File: src/rtl/tone_freq_meter_if.sv
// rtl/tone_freq_meter_if.sv - sample bus and measurement results of the tone frequency meter
interface tone_freq_meter_if #(
    parameter int FREQ_BITS   = 16,
    parameter int PERIOD_BITS = 24
);
    logic [7:0]             sample;
    logic [FREQ_BITS-1:0]   freq;
    logic                   freq_valid;
    logic                   tone_present;
    logic [PERIOD_BITS-1:0] period_cycles;
    logic                   period_valid;

    // Tone source side: drives samples, observes measurements
    modport master (
        output sample,
        input  freq,
        input  freq_valid,
        input  tone_present,
        input  period_cycles,
        input  period_valid
    );

    // Meter side: consumes samples, produces measurements
    modport slave (
        input  sample,
        output freq,
        output freq_valid,
        output tone_present,
        output period_cycles,
        output period_valid
    );
endinterface

File: src/rtl/tone_freq_meter.sv
// rtl/tone_freq_meter.sv - rising midscale crossing counter giving tone frequency and period
module tone_freq_meter #(
    parameter int GATE_CYCLES = 12000000,
    parameter int GATE_BITS   = 24,
    parameter int MID         = 128,
    parameter int HYST        = 16,
    parameter int FREQ_BITS   = 16,
    parameter int PERIOD_BITS = 24
) (
    input  logic             clk,
    input  logic             rst_n,
    tone_freq_meter_if.slave bus
);
    // Thresholds kept one bit wider than the sample so MID+HYST above 255 never wraps
    localparam logic [8:0]             HI        = 9'(MID + HYST);
    localparam logic [8:0]             LO        = 9'(MID - HYST);
    localparam logic [GATE_BITS-1:0]   GATE_LAST = GATE_BITS'(GATE_CYCLES - 1);
    localparam logic [FREQ_BITS-1:0]   FREQ_MAX  = '1;
    localparam logic [PERIOD_BITS-1:0] PER_MAX   = '1;

    typedef enum logic {
        ST_LOW  = 1'b0,
        ST_HIGH = 1'b1
    } cmp_state_t;

    cmp_state_t             state;
    cmp_state_t             state_next;
    logic [7:0]             sample_q;
    logic                   above_hi;
    logic                   below_lo;
    logic                   rise;
    logic                   gate_end;
    logic [GATE_BITS-1:0]   gate_cnt;
    logic [FREQ_BITS-1:0]   edge_cnt;
    logic [FREQ_BITS-1:0]   edge_sum;
    logic [PERIOD_BITS-1:0] per_cnt;
    logic                   armed;
    logic [FREQ_BITS-1:0]   freq_r;
    logic                   freq_valid_r;
    logic                   tone_present_r;
    logic [PERIOD_BITS-1:0] period_r;
    logic                   period_valid_r;

    assign above_hi = {1'b0, sample_q} >= HI;
    assign below_lo = {1'b0, sample_q} < LO;
    assign gate_end = (gate_cnt == GATE_LAST);

    // Register the incoming sample once; everything downstream works on sample_q
    always_ff @(posedge clk) begin
        if (!rst_n) begin
            sample_q <= '0;
        end else begin
            sample_q <= bus.sample;
        end
    end

    // Comparator state register
    always_ff @(posedge clk) begin
        if (!rst_n) begin
            state <= ST_LOW;
        end else begin
            state <= state_next;
        end
    end

    // Hysteresis transitions: only leave a state once the opposite threshold is crossed
    always_comb begin
        state_next = state;
        case (state)
            ST_LOW:  if (above_hi) state_next = ST_HIGH;
            ST_HIGH: if (below_lo) state_next = ST_LOW;
            default: state_next = ST_LOW;
        endcase
    end

    // Rising crossing is the LOW->HIGH transition itself, visible in the same cycle
    always_comb begin
        rise = 1'b0;
        if (state == ST_LOW && above_hi) begin
            rise = 1'b1;
        end
    end

    // Gate window counter, free running 0..GATE_CYCLES-1
    always_ff @(posedge clk) begin
        if (!rst_n) begin
            gate_cnt <= '0;
        end else if (gate_end) begin
            gate_cnt <= '0;
        end else begin
            gate_cnt <= gate_cnt + 1'b1;
        end
    end

    // Edge count including this cycle's rise, saturating so a runaway tone pins at all-ones
    always_comb begin
        edge_sum = edge_cnt;
        if (rise && edge_cnt != FREQ_MAX) begin
            edge_sum = edge_cnt + 1'b1;
        end
    end

    // Close the window at gate end; a coincident rise belongs to the window being closed
    always_ff @(posedge clk) begin
        if (!rst_n) begin
            edge_cnt       <= '0;
            freq_r         <= '0;
            freq_valid_r   <= 1'b0;
            tone_present_r <= 1'b0;
        end else begin
            freq_valid_r <= gate_end;
            if (gate_end) begin
                edge_cnt       <= '0;
                freq_r         <= edge_sum;
                tone_present_r <= (edge_sum != '0);
            end else begin
                edge_cnt <= edge_sum;
            end
        end
    end

    // Period counter: restarts at 1 on each rise so it holds the exact crossing spacing at the next rise
    always_ff @(posedge clk) begin
        if (!rst_n) begin
            per_cnt        <= '0;
            armed          <= 1'b0;
            period_r       <= '0;
            period_valid_r <= 1'b0;
        end else begin
            period_valid_r <= rise && armed;
            if (rise) begin
                per_cnt <= PERIOD_BITS'(1);
                armed   <= 1'b1;
                if (armed) begin
                    period_r <= per_cnt;
                end
            end else if (per_cnt != PER_MAX) begin
                per_cnt <= per_cnt + 1'b1;
            end
        end
    end

    assign bus.freq          = freq_r;
    assign bus.freq_valid    = freq_valid_r;
    assign bus.tone_present  = tone_present_r;
    assign bus.period_cycles = period_r;
    assign bus.period_valid  = period_valid_r;
endmodule

File: src/flat_wrapper.sv
// flat-port wrapper written by rule: the top's interface ports become plain ports
module tone_freq_meter_flat 
#(
    parameter int GATE_CYCLES = 12000000,
    parameter int GATE_BITS   = 24,
    parameter int MID         = 128,
    parameter int HYST        = 16,
    parameter int FREQ_BITS   = 16,
    parameter int PERIOD_BITS = 24
)
  (clk, rst_n, bus_sample, bus_freq, bus_freq_valid, bus_tone_present, bus_period_cycles, bus_period_valid);
  tone_freq_meter_if #(.FREQ_BITS(FREQ_BITS), .PERIOD_BITS(PERIOD_BITS)) bus_i ();
  input  logic clk;
  input  logic rst_n;
  input wire logic [$bits(bus_i.sample)-1:0] bus_sample;
  output wire logic [$bits(bus_i.freq)-1:0] bus_freq;
  output wire logic [$bits(bus_i.freq_valid)-1:0] bus_freq_valid;
  output wire logic [$bits(bus_i.tone_present)-1:0] bus_tone_present;
  output wire logic [$bits(bus_i.period_cycles)-1:0] bus_period_cycles;
  output wire logic [$bits(bus_i.period_valid)-1:0] bus_period_valid;
  assign bus_i.sample = bus_sample;
  assign bus_freq = bus_i.freq;
  assign bus_freq_valid = bus_i.freq_valid;
  assign bus_tone_present = bus_i.tone_present;
  assign bus_period_cycles = bus_i.period_cycles;
  assign bus_period_valid = bus_i.period_valid;
  tone_freq_meter #(.GATE_CYCLES(GATE_CYCLES), .GATE_BITS(GATE_BITS), .MID(MID), .HYST(HYST), .FREQ_BITS(FREQ_BITS), .PERIOD_BITS(PERIOD_BITS)) u_core (.clk(clk), .rst_n(rst_n), .bus(bus_i));
endmodule
File: config.mk
export PLATFORM = sky130hd
export DESIGN_NAME = tone_freq_meter_flat
export DESIGN_NICKNAME = d
export VERILOG_FILES = /design/src/rtl/tone_freq_meter_if.sv /design/src/rtl/tone_freq_meter.sv /design/src/flat_wrapper.sv
export SDC_FILE = /design/constraint.sdc
export NUM_CORES = 1
export LEC_CHECK = 0
export CORE_ASPECT_RATIO = 0.6
export CORE_MARGIN = 2
export CORE_UTILIZATION = 50
export CTS_CLUSTER_SIZE = 14
export DETAILED_ROUTE_END_ITERATION = 8
export PLACE_DENSITY = 0.72
export SYNTH_ARGS = -nofsm -noshare
export SYNTH_HDL_FRONTEND = slang
export SYNTH_SLANG_ARGS = --single-unit
File: constraint.sdc
create_clock -name clk -period 3.4 [get_ports clk]
set_input_delay 0.68 -clock clk [delete_from_list [all_inputs] [get_ports clk]]
set_output_delay 0.68 -clock clk [all_outputs]
set_load 0.05 [all_outputs]
# After elaboration in Yosys (flattened, before gate mapping)
# Index checks and enable logic that the tools add are counted.
[totals]
register_bits = 117
out_inout_bits = 43
inputBits = 10
[op_classes]
add_sub_neg = 3
reduce_logical = 8
magnitude_cmp = 2
n_bitwise = 2
muxes = 7
n_eq_ne = 3
[ops]
columns = ["cell", "n"]
rows = [
  ["24-bit by 1-bit adder with 24-bit output, second input constant", 2],
  ["24-bit equality test, second input constant", 1],
  ["24-bit inequality test, second input constant", 1],
  ["16-bit by 1-bit adder with 16-bit output, second input constant", 1],
  ["16-bit two-way mux", 1],
  ["16-bit inequality test, second input constant", 1],
  ["16-bit nonzero test", 1],
  ["8-bit >= comparator, second input constant", 1],
  ["8-bit by 7-bit less-than comparator with 1-bit output, second input constant", 1],
  ["1-bit two-way mux", 5],
  ["2-bit OR reduction", 2],
  ["1-bit logical AND", 3],
  ["1-bit inverter", 2],
  ["1-bit one-hot mux with 2 select lines", 1],
  ["2-bit AND reduction", 1],
  ["2-bit nonzero test", 1],
]

# Logic depth before layout (Yosys ltp)
# Gate-level depths: netlist of run 1.
[depth]
depth_word = 6
mapped_depth = 9
depth_no_buf = 7

# Least setup slack after synthesis of run 1
# No wires, ideal clock.
[synth_path]
path_kind = "reg2reg"
startpoint = "reg u_core.edge_cnt[0]"
endpoint = "reg u_core.tone_present_r, in the netlist u_core.bus.tone_present"
t_required_ns = 3.280
t_arrival_ns = 1.989
path_buffers = 0
setup_slack_ns = 1.292
stages_incl_launch_ff = 8
path_cell_list = "dfxtp_1 > ha_1 > and4_4 > nand4_1 > o41a_1 > nor3b_2 > o2111ai_1 > o31a_1"
[synth_between]
elab_chain_len = 4
[synth_rtl]
columns = ["item", "line_no", "rtl"]
rows = [
  ["start, declared", "tone_freq_meter.sv:34", "logic [FREQ_BITS-1:0] edge_cnt;"],
  ["start signal, assigned", "tone_freq_meter.sv:117", "edge_cnt <= edge_sum;"],
  ["branches (longest 2 deep; another with 16-bit by 1-bit adder with 16-bit output)", "n/a", ""],
  ["16-bit two-way mux (*)", "tone_freq_meter.sv:98", "if (rise && edge_cnt != FREQ_MAX) begin"],
  ["16-bit nonzero test (*)", "tone_freq_meter.sv:115", "tone_present_r <= (edge_sum != '0);"],
  ["end signal, assigned", "tone_freq_meter.sv:115", ""],
  ["end, declared", "tone_freq_meter.sv:40", "logic tone_present_r;"],
]
# Mark *: on every way between the ends.
# A chain may end at the register's enable or synchronous reset.

# Final worst setup path of run 1
# Same ends and word-level chain as after synthesis.

==> impl_metrics.env, run 1 <==
export IMPL_synthArstFlopShare_pct=0
export IMPL_htree_levels=4
export IMPL_grt_setup_unrepaired="no"
export IMPL_crit_family="compound AO/OA/AOI/OAI gates"
export IMPL_numPortBuffers=48
export IMPL_syn_area_um2=4900
export IMPL_fin_area_um2=6040
export IMPL_overflow=0
export IMPL_p_per_area_nw_per_um2=516
export IMPL_crit_path_top_delay_cell="o41a_1"
export IMPL_dr_total_vias=4294
export IMPL_cts_resized=0
export IMPL_synth_seq_cells=113
export IMPL_die_h_um=80.7
export IMPL_ys_types=52
export IMPL_gp_congestion=0.863
export IMPL_clkSinkCount=113
export IMPL_critPathMaxFanout=6
export IMPL_max_stage_delay_ns=0.47
export IMPL_startpoint="u_core.edge_cnt[0]$_SDFF_PP0_"
export IMPL_via_per_inst=5.61
export IMPL_grt_util_all_layers_pct=23.4
export IMPL_synth_edf_count=0
export IMPL_ys_top_cells_by_area="dfxtp_1, nor2_1, nand2_1, xnor2_1, a21oi_1"
export IMPL_synth_fp_nets=592
export IMPL_fin_setup_tns_ns=0
export IMPL_critPathRequiredTime_ns=3.70
export IMPL_cp_arrival_ns=2.92
export IMPL_hpwl_mm=7.90
export IMPL_clkTransAtPathRegs_ns=0.05
export IMPL_finalSetupViolCount=0
export IMPL_cts_buffers=17
export IMPL_nets=636
export IMPL_fmax_mhz=381
export IMPL_final_antenna_net_count=0
export IMPL_period_needed_ns=2.62
export IMPL_synth_most_common_cell="dfxtp_1"
export IMPL_initial_core_util_pct=52.3
export IMPL_drv_cap=0
export IMPL_avgSynthCellArea_um2=8.46
export IMPL_dr_pass1_iters=5
export IMPL_clock_latency_ns=0.41
export IMPL_cts_buffer_depth=2
export IMPL_cts_tree="yes"
export IMPL_initialDrtViolationCount=346
export IMPL_grt_pass1_wl_mm=19.2
export IMPL_outcome="finished, final reports clean"
export IMPL_cp_start_kind="register"
export IMPL_antenna_found_initial=0
export IMPL_synthTopCellsByCount="dfxtp_1, nor2_1, nand2_1"
export IMPL_cts_setup_buffers=0
export IMPL_finalHoldViolations=0
export IMPL_peakVddDrop_uv=372
export IMPL_row_count=27
export IMPL_grt_max_degree=39
export IMPL_grt_pass1_vias=3823
export IMPL_synth_top_area_cell="dfxtp_1"
export IMPL_worst_path_buf_inv=0
export IMPL_drt_total_wl_mm=11.8
export IMPL_clock_skew_ns=0.00885
export IMPL_max_slew_margin_pct=38.8
export IMPL_yosys_warnings=0
export IMPL_hp_class="reg2reg"
export IMPL_ios=53
export IMPL_ff2ff_setup_slack_ns=0.78
export IMPL_antennaDiodeCount=0
export IMPL_area_growth_pct=23.2
export IMPL_drc=0
export IMPL_worst_pin_slew_ns=0.918
export IMPL_endpoint_kind="register"
export IMPL_ys_flop_type="dfxtp_1"
export IMPL_fin_total_pwr_mw=3.11
export IMPL_root_buffer="clkbuf_16"
export IMPL_wl_per_cell_um=15.4
export IMPL_die_w_um=132
export IMPL_rr_startpoint="u_core.edge_cnt[0]$_SDFF_PP0_"
export IMPL_syn_inst=579
export IMPL_power_leakage_nw=2.09
export IMPL_drv_slew=0
export IMPL_core_area_um2=9360
export IMPL_drive_gt1_share_pct=7.23
export IMPL_cts_hold_buf=0
export IMPL_synth_top_area_share_pct=46.2
export IMPL_ys_seq_area_share_pct=46.2
export IMPL_min_period_over_period_pct=77.2
export IMPL_dieArea_um2=10600
export IMPL_placed_area_um2=5470
export IMPL_min_from="u_core.bus.period_cycles[9]$_SDFFE_PN0P_"
export IMPL_path_class="reg2reg"
export IMPL_worstPathCellList="ha_1, and4_4, nand4_1, o41a_1, nor3b_2, o2111ai_1, o31a_1"
[per-layer routing]
| metal | vias up | global-route usage, % | wire, um |
|---|---|---|---|
| li1 | 2116 | - | - |
| met1 | 2017 | 33.8 | 5960 |
| met3 | 19 | 6.94 | 879 |
| met5 | - | 0 | 0 |
| met2 | 142 | 32.1 | 4750 |
| met4 | 0 | 9.78 | 168 |
[final timing paths]
path | end | cells after the start
worst max register to register | u_core.bus.tone_present$_SDFFE_PN0P_ | 7
worst min register to register | u_core.bus.period_cycles[9]$_SDFFE_PN0P_ | 2
worst max-delay path | u_core.bus.tone_present$_SDFFE_PN0P_ | 7
worst min-delay path | u_core.bus.period_cycles[9]$_SDFFE_PN0P_ | 2
[cell usage in the layout, fill, tap and decap left out, types with 2 or more instances in the layout]
cell             Yosys  layout
and4_1               5       5
o311ai_0             2       2
clkinvlp_4           0       3
ha_1                 3       3
o21a_1               3       3
nand2_1             79      79
a211o_1              2       2
and3_1              16      16
o31ai_1              4       4
clkinv_2             0       4
nor4_1               4       4
o21ai_0              7       7
nand2b_1             2       2
nor3_1               9       9
nor4_4               2       2
a211oi_1            17      17
o211ai_1             2       2
clkbuf_16            0      17
and2_1              10      10
clkbuf_1            21       2
nand3_1             19      19
or3_1                6       6
xnor2_1             25      25
nor2_1              94      94
a21oi_1             42      42
clkdlybuf4s50_1      0      48
dfxtp_1            113     113
nand4_1             20      20
clkbuf_8             0       4
inv_1               14      14
or4_1                4       4
o31a_1               2       2
buf_4                0       5
xor2_1              18      18
mux2i_1              5       5
a31o_1               2       2
[registers in the layout, indices dropped and copies added, names as in the netlist, 4 cells and up]
| signal | count |
|---|---|
| u_core.edge_cnt | 16 |
| u_core.bus.freq | 16 |
| u_core.gate_cnt | 24 |
| u_core.bus.period_cycles | 24 |
| u_core.sample_q | 4 |
| u_core.per_cnt | 24 |
[cell type report]
cell class                 instances  area, um^2
inverter                          14        52.6
tap                              130         163
clock inverter                     9        81.3
fill                             771        3320
multi-input combinational        424        2470
timing repair buffer              53         518
sequential                       113        2260
clock buffer                      23         488
[cell families (layout without fill, tap and decap cells)]
logic type | after synthesis | after routing | synth area share [%]
simple gates | 281 | 281 | 28.3
flops | 113 | 113 | 46.2
compound gates | 91 | 91 | 12.5
xor+xnor | 43 | 43 | 7.69
buf+inv | 42 | 99 | 3.37
mux | 6 | 6 | 1.25
fa+ha+maj | 3 | 3 | 0.766
[power by group]
group          leakage [nW]  internal [mW]  switching, mW
Clock                 0.275           1.08          0.609
Combinational         0.907         0.0246         0.0520
Sequential            0.912           1.34         0.0129
Total                  2.09           2.44          0.674
[tightest hold or removal path, stage by stage (launching register included)]
cell and delay, ns:
dfxtp_1 0.30, nand2_1 0.05, a21oi_1 0.05
[metrics by stage]
step	std cells	hold WS, ns	util (%)	setup slack (ns)
final	766	0.452	64.5	0.777
after global placement	734	0.441	58.4	0.885
after floorplan	579	0.426	-	1.29
after CTS	766	0.453	64.5	0.841
after global routing	766	0.477	64.5	0.682
after detailed placement	734	0.445	58.4	0.735
Note: power is estimated with default switching activity, not from simulation.
==> run 2: changes to the inputs <==
--- a/config.mk
+++ b/config.mk
@@ -10,7 +10,7 @@
 export CORE_UTILIZATION = 50
 export CTS_CLUSTER_SIZE = 14
 export DETAILED_ROUTE_END_ITERATION = 8
-export PLACE_DENSITY = 0.72
+export PLACE_DENSITY = 0.75
 export SYNTH_ARGS = -nofsm -noshare
 export SYNTH_HDL_FRONTEND = slang
 export SYNTH_SLANG_ARGS = --single-unit
==> constraint.sdc (replaced) <==
create_clock -name clk -period 2.3 [get_ports clk]
set_input_delay 0.46 -clock clk [delete_from_list [all_inputs] [get_ports clk]]
set_output_delay 0.46 -clock clk [all_outputs]
set_load 0.05 [all_outputs]
==> run 2 against run 1 <==
Compared with the run above: routed wire length grew 6.5%; utilization up 4.0 points; clock power is 63% higher; non-clock buffer count up 38; critical path depth is the same; hold slack got worse by 0.0013 ns; power rose by 57%; fmax is 17% higher; highest routed layer unchanged.
==> impl_metrics.env, run 2 (synthesized netlist as in run 1, its figures left out) <==
export IMPL_grt_util_all_layers_pct=25.1
export IMPL_cp_start_kind="register"
export IMPL_grt_pass1_vias=4232
export IMPL_reg2reg_to="u_core.bus.tone_present$_SDFFE_PN0P_"
export IMPL_period_needed_ns=2.24
export IMPL_fmax_mhz=446
export IMPL_rr_startpoint="u_core.edge_cnt[0]$_SDFF_PP0_"
export IMPL_crit_path_top_delay_cell="o41a_1"
export IMPL_ff2ff_setup_slack_ns=0.06
export IMPL_overflow=0
export IMPL_initialDrtViolationCount=377
export IMPL_p_int_mw=3.92
export IMPL_clock_latency_ns=0.41
export IMPL_drv_cap=0
export IMPL_pwr_share_seq_pct=40.9
export IMPL_cp_arrival_ns=2.54
export IMPL_critPathMaxFanout=5
export IMPL_final_util_pct=68.5
export IMPL_min_period_over_period_pct=97.4
export IMPL_root_buffer="clkbuf_16"
export IMPL_die_h_um=80.7
export IMPL_hp_class="reg2reg"
export IMPL_p_sw_uw=952
export IMPL_finalSetupViolCount=0
export IMPL_dieArea_um2=10600
export IMPL_nets=674
export IMPL_gp_congestion=0.937
export IMPL_initial_core_util_pct=52.3
export IMPL_htree_levels=4
export IMPL_dr_total_vias=4410
export IMPL_power_leakage_nw=2.32
export IMPL_row_count=27
export IMPL_drc=0
export IMPL_r2r_cells=7
export IMPL_finalHoldViolations=0
export IMPL_wl_per_cell_um=15.6
export IMPL_combinationalPowerShare_pct=2.7
export IMPL_min_from="u_core.bus.period_cycles[20]$_SDFFE_PN0P_"
export IMPL_antenna_found_initial=0
export IMPL_p_per_area_nw_per_um2=759
export IMPL_endpoint_kind="register"
export IMPL_antennaDiodeCount=0
export IMPL_die_w_um=132
export IMPL_max_slew_margin_pct=41.4
export IMPL_cts_hold_buf=0
export IMPL_numPortBuffers=48
export IMPL_area_growth_pct=30.9
export IMPL_setup_ws_ns=0.0596
export IMPL_drv_slew=0
export IMPL_final_antenna_net_count=0
export IMPL_worst_pin_slew_ns=0.879
export IMPL_peakVddDrop_uv=648
export IMPL_clkSinkCount=113
export IMPL_path_class="reg2reg"
export IMPL_critPathRequiredTime_ns=2.60
export IMPL_clkTransAtPathRegs_ns=0.05
export IMPL_p_clk_share_pct=56.3
export IMPL_startpoint="u_core.edge_cnt[0]$_SDFF_PP0_"
export IMPL_post_place_ws_ns=0.00422
export IMPL_grt_pass1_wl_mm=20.8
export IMPL_ios=53
export IMPL_clock_skew_ns=0.00830
export IMPL_core_area_um2=9360
export IMPL_drive_gt1_share_pct=13.2
export IMPL_via_per_inst=5.50
export IMPL_outcome="finished, final reports clean"
export IMPL_drt_total_wl_mm=12.5
export IMPL_cts_buffer_depth=2
export IMPL_mostFrequentLayoutCells="dfxtp_1, nor2_1, nand2_1, clkdlybuf4s50_1"
export IMPL_worstPathCellList="ha_2, and4_4, nand4_1, o41a_1, nor3b_2, o2111ai_2, o31a_1"
export IMPL_grt_max_degree=39
export IMPL_crit_end="u_core.bus.tone_present$_SDFFE_PN0P_"
export IMPL_hpwl_mm=8.68
export IMPL_final_common_cell="dfxtp_1"
export IMPL_cts_buffers=17
export IMPL_cts_tree="yes"
export IMPL_switching_share_pct=19.5
export IMPL_max_stage_delay_ns=0.45
export IMPL_dr_pass1_iters=5
==> run 2: cell type report <==
type	instances	area, um^2
Inverter	14	52.6
Sequential cell	113	2260
Clock inverter	4	95.1
Multi-Input combinational cell	424	2490
Clock buffer	26	529
Fill cell	745	2940
Timing Repair Buffer	91	816
Tap cell	130	163
==> run 2: timing repair <==
item                       4_1_cts  5_1_grt
gates resized for setup          0        8
setup endpoints to repair        1        5
buffers inserted                 1        0
pin swaps                        0        4
==> run 2: worst min path at each step <==
stage | depth (start not counted) | endpoint
after floorplan | 1 | u_core.gate_cnt[0]$_SDFF_PP0_
after global placement | 2 | u_core.bus.period_cycles[10]$_SDFFE_PN0P_
after detailed placement | 2 | u_core.bus.period_cycles[20]$_SDFFE_PN0P_
after CTS | 2 | u_core.bus.period_cycles[20]$_SDFFE_PN0P_
after global routing | 2 | u_core.bus.period_cycles[12]$_SDFFE_PN0P_
final | 2 | u_core.bus.period_cycles[20]$_SDFFE_PN0P_
==> run 2: worst max-delay path, delay by kind of cell (launching register included) <==
kind | cells | cell delay, ns
AOI/OAI and AO/OA | 3 | 0.85
adders and majority gates | 1 | 0.18
DFF | 1 | 0.33
and+or+nand+nor | 3 | 0.75
==> run 2: through the flow <==
step                      power (mW)  hold slack, ns  cells  setup TNS (ns)  area, um^2
after floorplan                 2.11           0.426    579               0        4900
after global placement          2.16           0.442    771               0        5760
after detailed placement        2.16           0.445    771               0        5760
after CTS                       4.89           0.452    802               0        6390
after global routing            5.00           0.477    802         -0.0736        6410
final                           4.87           0.451    802               0        6410
==> run 2: routing by layer <==
layer / part of all wire (%) / global-route usage, %
met2: 42 / 36.8
met1: 50 / 34.8
met5: 0 / 0
met3: 7.1 / 8.65
met4: 0.95 / 7.28
==> run 2: power by group through the flow <==
stage,Sequential [mW],Clock [mW],Combinational (mW)
3_3_place_gp,2.03,0,0.127
2_1_floorplan,2.03,0,0.0759
5_1_grt,1.99,2.86,0.146
6_report,1.99,2.74,0.133
3_5_place_dp,2.03,0,0.129
4_1_cts,1.99,2.77,0.131
==> run 3: changes to the inputs <==
--- a/config.mk
+++ b/config.mk
@@ -6,7 +6,6 @@
 export NUM_CORES = 1
 export LEC_CHECK = 0
 export CORE_ASPECT_RATIO = 0.6
-export CORE_MARGIN = 2
 export CORE_UTILIZATION = 50
 export CTS_CLUSTER_SIZE = 14
 export DETAILED_ROUTE_END_ITERATION = 8
==> run 3 against run 2 <==
Compared with the run above: setup slack worse by 0.023 ns; critical path depth unchanged; sequential power is essentially flat; first-iteration DRC count increased by 0.27%; via count up 0.32%; die area fell by 4.0%; routed wire length is 3.1% lower; global-route usage rose by 0.86 points; utilization decreased by 0.087 points; clock skew is 0.0011 ns higher; combinational power about the same; register-to-register slack got worse by 0.02 ns; largest cell class unchanged; highest routed layer unchanged.
==> impl_metrics.env, run 3 (synthesized netlist as in run 1, its figures left out) <==
export IMPL_area_growth_pct=30.3
export IMPL_clock_skew_ns=0.00944
export IMPL_antennaDiodeCount=0
export IMPL_finalHoldViolations=0
export IMPL_path_class="reg2reg"
export IMPL_initial_core_util_pct=52.5
export IMPL_overflow=0
export IMPL_antenna_found_initial=0
export IMPL_busiest_layer="met1"
export IMPL_cp_arrival_ns=2.56
export IMPL_final_util_pct=68.5
export IMPL_use_met3_pct=6.68
export IMPL_cts_tree="yes"
export IMPL_mostFrequentLayoutCells="dfxtp_1, nor2_1, nand2_1, clkdlybuf4s50_1, buf_4"
export IMPL_cts_buffers=17
export IMPL_crit_end="u_core.bus.tone_present$_SDFFE_PN0P_"
export IMPL_fmax_mhz=442
export IMPL_clock_latency_ns=0.41
export IMPL_initialDrtViolationCount=378
export IMPL_critPathRequiredTime_ns=2.60
export IMPL_combinationalPowerShare_pct=2.8
export IMPL_drv_cap=0
export IMPL_peakVddDrop_uv=542
export IMPL_worst_pin_slew_ns=0.517
export IMPL_grt_max_degree=39
export IMPL_p_sw_uw=983
export IMPL_fin_setup_tns_ns=0
export IMPL_r2r_cells=7
export IMPL_ff2ff_setup_slack_ns=0.04
export IMPL_grt_pass1_vias=4180
export IMPL_max_slew_margin_pct=65.4
export IMPL_critPathMaxFanout=4
export IMPL_outcome="finished, final reports clean"
export IMPL_final_common_cell="dfxtp_1"
export IMPL_drive_gt1_share_pct=13.5
export IMPL_root_buffer="clkbuf_16"
export IMPL_min_period_over_period_pct=98.4
export IMPL_endpoint_kind="register"
export IMPL_dieArea_um2=10200
export IMPL_via_per_inst=5.50
export IMPL_die_w_um=130
export IMPL_grt_util_all_layers_pct=25.9
export IMPL_dr_pass1_iters=5
export IMPL_use_met1_pct=37.4
export IMPL_row_count=27
export IMPL_whs_path_depth=2
export IMPL_cp_start_kind="register"
export IMPL_die_h_um=78.7
export IMPL_nets=676
export IMPL_ios=53
export IMPL_p_clk_share_pct=55.2
export IMPL_htree_levels=4
export IMPL_startpoint="u_core.edge_cnt[0]$_SDFF_PP0_"
export IMPL_grt_pass1_wl_mm=20.1
export IMPL_switching_share_pct=20.7
export IMPL_placed_area_um2=5760
export IMPL_cts_buffer_depth=2
export IMPL_period_needed_ns=2.26
export IMPL_hp_class="reg2reg"
export IMPL_drt_total_wl_mm=12.1
export IMPL_gp_congestion=0.939
export IMPL_clkTransAtPathRegs_ns=0.05
export IMPL_core_area_um2=9320
export IMPL_clkSinkCount=113
export IMPL_p_per_area_nw_per_um2=744
export IMPL_reg2reg_to="u_core.bus.tone_present$_SDFFE_PN0P_"
export IMPL_pwr_share_seq_pct=42.0
export IMPL_numPortBuffers=48
export IMPL_dr_total_vias=4424
export IMPL_nFillCells=784
export IMPL_p_int_mw=3.76
export IMPL_grt_util_met2_pct=35.4
export IMPL_power_leakage_nw=2.32
export IMPL_finalSetupViolCount=0
export IMPL_drv_slew=0
export IMPL_final_antenna_net_count=0
export IMPL_drc=0
export IMPL_hpwl_mm=8.50
export IMPL_rr_startpoint="u_core.edge_cnt[0]$_SDFF_PP0_"
export IMPL_wl_per_cell_um=15.1
export IMPL_fin_area_um2=6380
run 3: cell count changes in the layout (fill, tap and decap cells not counted), moves of 2 or more:
cell and change:
clkbuf_1 -2, clkbuf_8 -5, clkinvlp_4 +2, clkinv_2 +6, buf_4 +2
run 3: critical path, stage by stage (launching register included):
cell,delay [ns]
dfxtp_2,0.33
ha_2,0.19
and4_4,0.26
nand4_1,0.20
o41a_1,0.46
nor3b_2,0.24
o2111ai_1,0.15
o31a_1,0.31
run 3: repair_timing:
item | in CTS | in global routing
hold buffers | 0 | 0
endpoints found under the setup margin | 0 | 1
buffers inserted | 0 | 3
gates resized for setup | 0 | 5
run 3: final cells by class:
class / instances / area, um^2 / share of cell area [%]
clock buffers: 19 / 453 / 7.10
clock inverters: 12 / 140 / 2.20
inverters: 14 / 52.6 / 0.823
multi-input cells: 424 / 2480 / 38.8
flip-flops and latches: 113 / 2260 / 35.5
well taps: 130 / 163 / 2.55
repair buffers: 93 / 831 / 13.0
run 3: per-stage QoR:
step	setup slack [ns]	instances	total power [mW]	hold slack [ns]
2_1_floorplan	0.192	579	2.11	0.426
3_3_place_gp	0.121	771	2.16	0.441
3_5_place_dp	0.0320	771	2.17	0.449
4_1_cts	0.0312	802	4.78	0.456
5_1_grt	-0.00240	805	4.88	0.477
6_report	0.0366	805	4.75	0.452
run 3: worst min-delay path by stage:
stage | start | to | slack [ns]
after detailed placement | u_core.bus.period_cycles[3]$_SDFFE_PN0P_ | u_core.bus.period_cycles[3]$_SDFFE_PN0P_ | 0.45
after global placement | u_core.gate_cnt[0]$_SDFF_PP0_ | u_core.gate_cnt[0]$_SDFF_PP0_ | 0.44
after floorplan | u_core.gate_cnt[0]$_SDFF_PP0_ | u_core.gate_cnt[0]$_SDFF_PP0_ | 0.43
after global routing | u_core.bus.period_cycles[6]$_SDFFE_PN0P_ | u_core.bus.period_cycles[6]$_SDFFE_PN0P_ | 0.48
after CTS | u_core.bus.period_cycles[3]$_SDFFE_PN0P_ | u_core.bus.period_cycles[3]$_SDFFE_PN0P_ | 0.46
final | u_core.bus.period_cycles[7]$_SDFFE_PN0P_ | u_core.bus.period_cycles[7]$_SDFFE_PN0P_ | 0.45
run 3: power by group through the flow:
stage | Clock (mW) | Sequential (mW) | Combinational, mW
floorplan | 0 | 2.03 | 0.0759
CTS | 2.66 | 1.99 | 0.134
detailed placement | 0 | 2.03 | 0.132
finish | 2.62 | 1.99 | 0.134
global route | 2.74 | 1.99 | 0.148
global placement | 0 | 2.03 | 0.127
run 3: per-layer routing:
| layer | vias up | wire length (um) |
|---|---|---|
| met3 | 25 | 971 |
| met2 | 173 | 4870 |
| li1 | 2180 | - |
| met4 | 0 | 179 |
| met1 | 2046 | 6120 |
| met5 | - | 0 |
